===== config.mk =====
export PLATFORM = sky130hd
export DESIGN_NAME = gnss_clock_scheduler
export DESIGN_NICKNAME = d
export VERILOG_FILES = /design/src/rtl/gnss_clock_scheduler.sv
export SDC_FILE = /design/constraint.sdc
export NUM_CORES = 1
export LEC_CHECK = 0
export CAP_MARGIN = 40
export CELL_PAD_IN_SITES_DETAIL_PLACEMENT = 1
export CELL_PAD_IN_SITES_GLOBAL_PLACEMENT = 2
export CORE_AREA = 3 3 154 156
export DETAILED_ROUTE_END_ITERATION = 12
export DIE_AREA = 0 0 157 159
export GPL_TIMING_DRIVEN = 0
export PLACE_DENSITY = 0.95
export SYNTH_ARGS = -nofsm -noshare
export SYNTH_HDL_FRONTEND = slang
export SYNTH_SLANG_ARGS = --single-unit

===== constraint.sdc =====
create_clock -name in_clock -period 16.9 [get_ports in_clock]
set_clock_uncertainty 0.1 [all_clocks]
set_input_delay 5.07 -clock in_clock [delete_from_list [all_inputs] [get_ports in_clock]]
set_output_delay 5.07 -clock in_clock [all_outputs]
set_load 0.1 [all_outputs]

===== src/rtl/gnss_clock_scheduler.sv =====
// GNSS clock scheduler: GLONASS/GPS clock dividers with runtime-programmable divisors
// applied at period boundaries, plus a round-robin arbiter for the shared sample-event port.
module gnss_clock_scheduler #(
    parameter int unsigned CNT_W        = 28,
    parameter int unsigned DIV_GLO_INIT = 25,
    parameter int unsigned DIV_GPS_INIT = 50,
    parameter int unsigned MIN_DIV      = 2
) (
    input  logic             in_clock,
    input  logic             reset,
    input  logic             cfg_valid,
    output logic             cfg_ready,
    input  logic             cfg_sel,
    input  logic [CNT_W-1:0] cfg_div,
    output logic             cfg_err,
    output logic             out_clock_GLONASS,
    output logic             out_clock_GPS,
    output logic             tick_GLONASS,
    output logic             tick_GPS,
    output logic             smp_valid,
    output logic             smp_sel
);
    localparam logic [0:0] S_IDLE      = 1'b0;
    localparam logic [0:0] S_WAIT_WRAP = 1'b1;

    logic [0:0]       r_state;
    logic [0:0]       w_state_nxt;
    logic [CNT_W-1:0] r_cnt_glo;
    logic [CNT_W-1:0] r_cnt_gps;
    logic [CNT_W-1:0] r_div_glo;
    logic [CNT_W-1:0] r_div_gps;
    logic [CNT_W-1:0] r_lat_div;
    logic             r_lat_sel;
    logic             r_cfg_ready;
    logic             r_cfg_err;
    logic             r_out_glo;
    logic             r_out_gps;
    logic             r_tick_glo;
    logic             r_tick_gps;
    logic             r_smp_valid;
    logic             r_smp_sel;
    logic             r_pend_glo;
    logic             r_pend_gps;
    logic             r_rr;

    logic w_wrap_glo;
    logic w_wrap_gps;
    logic w_accept;
    logic w_reject;
    logic w_apply_glo;
    logic w_apply_gps;
    logic w_req_glo;
    logic w_req_gps;
    logic w_grant_vld;
    logic w_grant_sel;
    logic w_pend_glo_nxt;
    logic w_pend_gps_nxt;
    logic w_rr_nxt;

    assign w_wrap_glo = (r_cnt_glo == r_div_glo - CNT_W'(1));
    assign w_wrap_gps = (r_cnt_gps == r_div_gps - CNT_W'(1));

    // Config FSM: a divisor swap only lands on a wrap strictly after the accept cycle
    always_comb begin
        w_state_nxt = r_state;
        w_accept    = 1'b0;
        w_reject    = 1'b0;
        w_apply_glo = 1'b0;
        w_apply_gps = 1'b0;
        case (r_state)
            S_IDLE: begin
                if (r_cfg_ready && cfg_valid) begin
                    if (cfg_div < CNT_W'(MIN_DIV)) begin
                        w_reject = 1'b1;
                    end else begin
                        w_accept    = 1'b1;
                        w_state_nxt = S_WAIT_WRAP;
                    end
                end
            end
            S_WAIT_WRAP: begin
                w_apply_glo = !r_lat_sel && w_wrap_glo;
                w_apply_gps = r_lat_sel && w_wrap_gps;
                if (w_apply_glo || w_apply_gps) begin
                    w_state_nxt = S_IDLE;
                end
            end
            default: w_state_nxt = S_IDLE;
        endcase
    end

    always_ff @(posedge in_clock or posedge reset) begin
        if (reset) begin
            r_state     <= S_IDLE;
            r_cfg_ready <= 1'b0;
            r_cfg_err   <= 1'b0;
            r_lat_sel   <= 1'b0;
            r_lat_div   <= '0;
        end else begin
            r_state     <= w_state_nxt;
            r_cfg_ready <= (w_state_nxt == S_IDLE);
            r_cfg_err   <= w_reject;
            if (w_accept) begin
                r_lat_sel <= cfg_sel;
                r_lat_div <= cfg_div;
            end
        end
    end

    // Divider channels; divisor only changes as the counter returns to zero
    always_ff @(posedge in_clock or posedge reset) begin
        if (reset) begin
            r_cnt_glo  <= '0;
            r_cnt_gps  <= '0;
            r_div_glo  <= CNT_W'(DIV_GLO_INIT);
            r_div_gps  <= CNT_W'(DIV_GPS_INIT);
            r_out_glo  <= 1'b0;
            r_out_gps  <= 1'b0;
            r_tick_glo <= 1'b0;
            r_tick_gps <= 1'b0;
        end else begin
            r_cnt_glo  <= w_wrap_glo ? '0 : r_cnt_glo + CNT_W'(1);
            r_cnt_gps  <= w_wrap_gps ? '0 : r_cnt_gps + CNT_W'(1);
            if (w_apply_glo) r_div_glo <= r_lat_div;
            if (w_apply_gps) r_div_gps <= r_lat_div;
            r_out_glo  <= (r_cnt_glo < (r_div_glo >> 1));
            r_out_gps  <= (r_cnt_gps < (r_div_gps >> 1));
            r_tick_glo <= w_wrap_glo;
            r_tick_gps <= w_wrap_gps;
        end
    end

    assign w_req_glo = r_tick_glo | r_pend_glo;
    assign w_req_gps = r_tick_gps | r_pend_gps;

    // Arbiter: deferred requests first, otherwise round-robin on contention
    always_comb begin
        w_grant_vld    = 1'b0;
        w_grant_sel    = 1'b0;
        w_pend_glo_nxt = r_pend_glo;
        w_pend_gps_nxt = r_pend_gps;
        w_rr_nxt       = r_rr;
        if (w_req_glo && w_req_gps) begin
            w_grant_vld = 1'b1;
            if (r_pend_glo && !r_pend_gps) begin
                w_grant_sel = 1'b0;
            end else if (r_pend_gps && !r_pend_glo) begin
                w_grant_sel = 1'b1;
            end else begin
                w_grant_sel = r_rr;
                w_rr_nxt    = ~r_rr;
            end
            w_pend_glo_nxt = w_grant_sel;
            w_pend_gps_nxt = ~w_grant_sel;
        end else if (w_req_glo) begin
            w_grant_vld    = 1'b1;
            w_pend_glo_nxt = 1'b0;
        end else if (w_req_gps) begin
            w_grant_vld    = 1'b1;
            w_grant_sel    = 1'b1;
            w_pend_gps_nxt = 1'b0;
        end
    end

    always_ff @(posedge in_clock or posedge reset) begin
        if (reset) begin
            r_smp_valid <= 1'b0;
            r_smp_sel   <= 1'b0;
            r_pend_glo  <= 1'b0;
            r_pend_gps  <= 1'b0;
            r_rr        <= 1'b0;
        end else begin
            r_smp_valid <= w_grant_vld;
            r_smp_sel   <= w_grant_sel;
            r_pend_glo  <= w_pend_glo_nxt;
            r_pend_gps  <= w_pend_gps_nxt;
            r_rr        <= w_rr_nxt;
        end
    end

    assign cfg_ready         = r_cfg_ready;
    assign cfg_err           = r_cfg_err;
    assign out_clock_GLONASS = r_out_glo;
    assign out_clock_GPS     = r_out_gps;
    assign tick_GLONASS      = r_tick_glo;
    assign tick_GPS          = r_tick_gps;
    assign smp_valid         = r_smp_valid;
    assign smp_sel           = r_smp_sel;

endmodule


==> metrics.txt, run 1 <==
combinational share of power 5.4%; Clock Sinks 153; mapped cell area 9830 µm²; gr usage total 21.4%; relative slew slack 39.2%; top post-synthesis cells by area dfrtp_1, ha_1, xor2_1, xnor2_1, mux2_4; critical path's largest stage delay 0.65 ns; reg-to-reg slack, setup 12.86 ns; # fillers 2,510; top-area cell type share of the netlist area 37.4%; DP Area 10,700 µm²; grt ovf 0; first-pass GRT wire length 42,700 µm; hold endpoint r_rr$_DFFE_PP0P_; minimum clock period 8.14 ns; WP buf/inv 3; Final Cycle Share 48.2%; most frequent cell after synthesis dfrtp_1; Resized cells post-CTS 0; cts hold-fix bufs 0; CP delay by family, top buffers and inverters; synth cell count leaders dfrtp_1, nor2_1, inv_1; Finished Cell Area 11,300 µm²; Hold Fails Final Rpt 0; die area 25,000 µm²; DP Worst Slack 8.28 ns; row count 55; Power Dens Cells 75.0 nW/µm²; Internal Power 0.629 mW; Final #Nets 1,121; per-cell routed wire length 19.3 µm; Critical Path RT 17.12 ns; clock transition at the registers of the reported paths 0.07 ns; Vias/cell 5.66; initial antenna violation count 0; Crit Path Category in -> reg; CP Capture Type flip-flop; Netlist cell types 80; RD Place Congestion 0.816; share of cells above drive strength 1 13.7%; Layout area overhead 15.2%; slowest stage cell, crit path nor4_1; WP data arrival 8.36 ns; via count 7,520; DRC 0; Synth Area per Inst 10.2 µm²; chip width 157 µm; CTS root buf clkbuf_16; fmax 0.123 GHz; sequential power share 48.6%; crit path cell chain clkdlybuf4s50_1 -> nor4_1 -> nand4_1 -> nor2_1 -> or3_1 -> clkbuf_1 -> buf_1 -> mux2_2; CTS tree yes; insertion delay to the later sink of the worst-skew pair 0.44 ns; clock buffer depth 2; Initial Utilization 43.7%; vias in the first global route 8,206; EDFF count, synth 0; Yosys reg bits 153; drt first-iter violations 313; drt first pass iters 4; Net Sw Frac 26.0%; H-tree levels 4; Total Routed Length 25,600 µm; top_reg_cell synth dfrtp_1; Worst R2R Start r_div_gps[3]$_DFFE_PP0P_; Post-CTS Repair Setup Buffers 0; power share of the clock group 45.9%; reg2reg path depth 12; ANT cells 0; Async S/R FF share, synth 100%; setup_tns 0 ns; Max VDD drop 0.0000519 V; hold path depth 1; Ys Warns 0; Hold Path Origin r_rr$_DFFE_PP0P_; reg2reg end r_cnt_gps[12]$_DFF_PP0_; Yosys top cell by area dfrtp_1; Hold Crit Class reg -> reg; post-route ant nets 0; P_sw 0.221 mW; max-cap violation count 0; DP HPWL 19,300 µm; crit-path max FO 10; final setup margin 8.76 ns; I/O Buffers 39; Leak 5.09 nW; IO Pins 40; largest net degree at the start of global routing 82; cts bufs inserted 17; Mapped Cells 964; CP Launch Type input port; # setup viols final 0; Die Y 159 µm; sequential fraction of the synthesis area 39.0%; max-slew violations 0; core area 22,500 µm²; total power draw 0.850 mW; status finished, final reports clean; Synthesized Nets 1,054; unrepaired setup endpoints after global routing no; Tightest Pin Transition 0.889 ns
worst max-delay path by stage:
stage          slack [ns]  cells past startpoint        start                        to
4_1_cts              8.69                      8  cfg_div[27]  r_lat_div[9]$_DFFE_PP0P_
3_5_place_dp         8.28                      8  cfg_div[27]  r_lat_div[9]$_DFFE_PP0P_
2_1_floorplan        7.62                      1        reset         cfg_err$_DFF_PP0_
3_3_place_gp         5.52                      2        reset   r_cnt_gps[20]$_DFF_PP0_
6_report             8.76                      8  cfg_div[27]  r_lat_div[9]$_DFFE_PP0P_
5_1_grt              8.53                      8  cfg_div[27]  r_lat_div[9]$_DFFE_PP0P_
through the flow:
stage,util (%),std cells,hold slack (ns)
finish,50.3,1329,0.389
global route,50.3,1329,0.412
CTS,50.3,1329,0.385
detailed placement,47.7,1297,0.372
global placement,47.0,1288,0.366
floorplan,-,964,0.342
cells by family (layout without fill, tap and decap cells):
group | count (synthesis) | after routing | synth area share (%)
flops | 153 | 153 | 39.0
buf+inv | 91 | 171 | 4.43
fa+ha+maj | 58 | 58 | 7.38
simple gates | 352 | 352 | 20.1
mux | 85 | 85 | 10.8
xor+xnor | 116 | 116 | 10.3
compound gates | 109 | 109 | 7.92
placed cells by master, fill, tap and decap left out, drive strengths merged, types with 11 or more instances in the layout:
master	count
nand3	31
nand2	48
ha	58
or3	14
xor2	61
dfrtp	147
xnor2	55
nand4	30
nor4	28
inv	71
o21ai	19
clkbuf	30
nor2	91
a21o	11
and3	20
a21oi	16
clkdlybuf4s50	39
nor3	25
mux2	85
buf	25
routing by layer:
layer  routed length [µm]  track usage [%]
met1                11200             26.1
met2                13000             37.1
met3                  528             3.83
met4                  911             8.32
met5                    0                0
registers in the layout, summed over array words and instances, names as in the netlist, 28 cells and up:
name,cells
r_lat_div,28
r_cnt_glo,28
r_div_glo,28
r_div_gps,28
r_cnt_gps,28
area by class of cell:
| type | instances | area, µm² | share of cell area, % |
|---|---|---|---|
| clock inverters | 14 | 156 | 1.38 |
| plain buffers | 28 | 199 | 1.76 |
| multi-input cells | 720 | 5560 | 49.1 |
| repair buffers | 48 | 538 | 4.75 |
| well taps | 285 | 357 | 3.15 |
| clock buffers | 18 | 439 | 3.88 |
| flip-flops and latches | 153 | 3840 | 33.9 |
| inverters | 63 | 241 | 2.13 |
power by group through the flow:
stage	logic (mW)	registers [mW]	clock network, mW
final	0.0461	0.413	0.390
after global routing	0.0505	0.416	0.415
after CTS	0.0473	0.413	0.398
after detailed placement	0.0466	0.420	0
after global placement	0.0417	0.416	0
after floorplan	0.0277	0.408	0
(Power assumes the default switching activity.)
==> run 2, diff against run 1 <==
--- a/config.mk
+++ b/config.mk
@@ -8,11 +8,11 @@
 export CAP_MARGIN = 40
 export CELL_PAD_IN_SITES_DETAIL_PLACEMENT = 1
 export CELL_PAD_IN_SITES_GLOBAL_PLACEMENT = 2
-export CORE_AREA = 3 3 154 156
+export CORE_AREA = 3 3 159 161
 export DETAILED_ROUTE_END_ITERATION = 12
-export DIE_AREA = 0 0 157 159
+export DIE_AREA = 0 0 162 164
 export GPL_TIMING_DRIVEN = 0
-export PLACE_DENSITY = 0.95
+export PLACE_DENSITY = 0.91
 export SYNTH_ARGS = -nofsm -noshare
 export SYNTH_HDL_FRONTEND = slang
 export SYNTH_SLANG_ARGS = --single-unit
==> constraint.sdc (replaced) <==
create_clock -name in_clock -period 7.95 [get_ports in_clock]
set_clock_uncertainty 0.1 [all_clocks]
set_input_delay 2.385 -clock in_clock [delete_from_list [all_inputs] [get_ports in_clock]]
set_output_delay 2.385 -clock in_clock [all_outputs]
set_load 0.1 [all_outputs]
==> run 2 against run 1 <==
  * Design area grew 0.24%
  * Non-clock buffer count is the same
  * Clock-buffer cell count grew 2
  * Register-to-register slack lost 8.9 ns
  * First-iteration DRC count grew 21%
  * Critical endpoint is now r_lat_div[1]$_DFFE_PP0P_
==> metrics.txt, run 2 (synthesis results as in run 1) <==
via count 7,448; Hold Fails Final Rpt 0; minimum clock period 5.47 ns; first-pass GRT wire length 42,400 µm; core area 24,100 µm²; max-slew violations 0; setup_tns 0 ns; DP HPWL 19,400 µm; gr usage total 20.0%; initial antenna violation count 0; final std cells w/o fill 1,368; Clock Sinks 153; Initial Utilization 40.8%; Finished Cell Area 11,400 µm²; clock transition at the registers of the reported paths 0.06 ns; status finished, final reports clean; Hold Path Origin r_rr$_DFFE_PP0P_; reg2reg path depth 12; Final Cycle Share 68.8%; drt first pass iters 4; CP Capture Type flip-flop; die area 26,600 µm²; Critical Path RT 8.15 ns; Crit Path Category in -> reg; Placed Cells 1,336; drt first-iter violations 379; Post-CTS Repair Setup Buffers 0; cts bufs inserted 17; chip width 162 µm; reg-to-reg slack, setup 4.01 ns; WP data arrival 5.67 ns; cts hold-fix bufs 0; hold path depth 1; Total Routed Length 25,200 µm; # setup viols final 0; fmax 0.183 GHz; reg2reg end r_cnt_gps[12]$_DFF_PP0_; max-cap violation count 0; H-tree levels 4; Layout area overhead 15.5%; IO Pins 40; grt ovf 0; Max VDD drop 0.000101 V; DP Area 10,800 µm²; Die Y 164 µm; RD Place Congestion 0.813; post-route ant nets 0; insertion delay to the later sink of the worst-skew pair 0.42 ns; crit-path max FO 10; largest net degree at the start of global routing 81; most common cell after layout, fill and taps aside dfrtp_1; unrepaired setup endpoints after global routing no; DRC 0; most frequent cells in the layout dfrtp_1, nor2_1, inv_1, xor2_1, ha_1; Worst R2R Start r_div_gps[3]$_DFFE_PP0P_; I/O Buffers 39; hold endpoint r_rr$_DFFE_PP0P_; clock buffer depth 2; final hold slack 0.371 ns; vias in the first global route 8,073; Hold Crit Class reg -> reg; Tightest Pin Transition 0.763 ns; Final #Nets 1,121; CP Launch Type input port; CTS root buf clkbuf_16; share of cells above drive strength 1 13.5%; Power Dens Cells 156 nW/µm²; final core utilization 47.1%; ANT cells 0; per-cell routed wire length 18.4 µm; relative slew slack 49.0%; Resized cells post-CTS 0; CTS tree yes; row count 57; Leak 5.07 nW; Vias/cell 5.44
## run 2: layer usage
layer  vias to the layer above  part of all wire, %  global-route usage [%]
met2                        64                   53                    36.9
met4                         0                  1.8                    5.16
met5                         -                    0                       0
met1                      3755                   43                    24.1
li1                       3597                    -                       -
met3                        32                  1.6                    3.23
## run 2: how the worst max path moves through the flow
stage | startpoint | end | slack, ns
after floorplan | reset | cfg_err$_DFF_PP0_ | 1.35
after global placement | reset | r_cnt_gps[20]$_DFF_PP0_ | -0.77
final | cfg_div[27] | r_lat_div[1]$_DFFE_PP0P_ | 2.48
after detailed placement | cfg_div[27] | r_lat_div[1]$_DFFE_PP0P_ | 2.03
after CTS | cfg_div[27] | r_lat_div[1]$_DFFE_PP0P_ | 2.44
after global routing | cfg_div[27] | r_lat_div[8]$_DFFE_PP0P_ | 2.45
## run 2: report_power, final
part	switching, mW	internal [mW]	total, mW
clock	0.332	0.470	0.802
sequential	0.0502	0.827	0.877
combinational	0.0419	0.0551	0.0970
## run 2: per-stage QoR
stage / power, mW / setup slack (ns)
2_1_floorplan: 0.927 / 1.35
3_3_place_gp: 0.974 / -0.769
3_5_place_dp: 0.989 / 2.03
4_1_cts: 1.80 / 2.44
5_1_grt: 1.85 / 2.45
6_report: 1.78 / 2.48
## run 2: area by class of cell
type / count / area, µm²
Buffer: 28 / 199
Clock buffer: 20 / 447
Clock inverter: 12 / 128
Fill cell: 2733 / 12800
Inverter: 63 / 241
Multi-Input combinational cell: 720 / 5560
Sequential cell: 153 / 3840
Tap cell: 324 / 405
Timing Repair Buffer: 48 / 538
## run 2: worst max-delay path, stage by stage
cell             delay (ns)
clkdlybuf4s50_1        0.50
nor4_1                 0.71
nand4_1                0.30
nor2_1                 0.20
or3_1                  0.16
clkbuf_1               0.50
buf_1                  0.50
mux2_2                 0.40
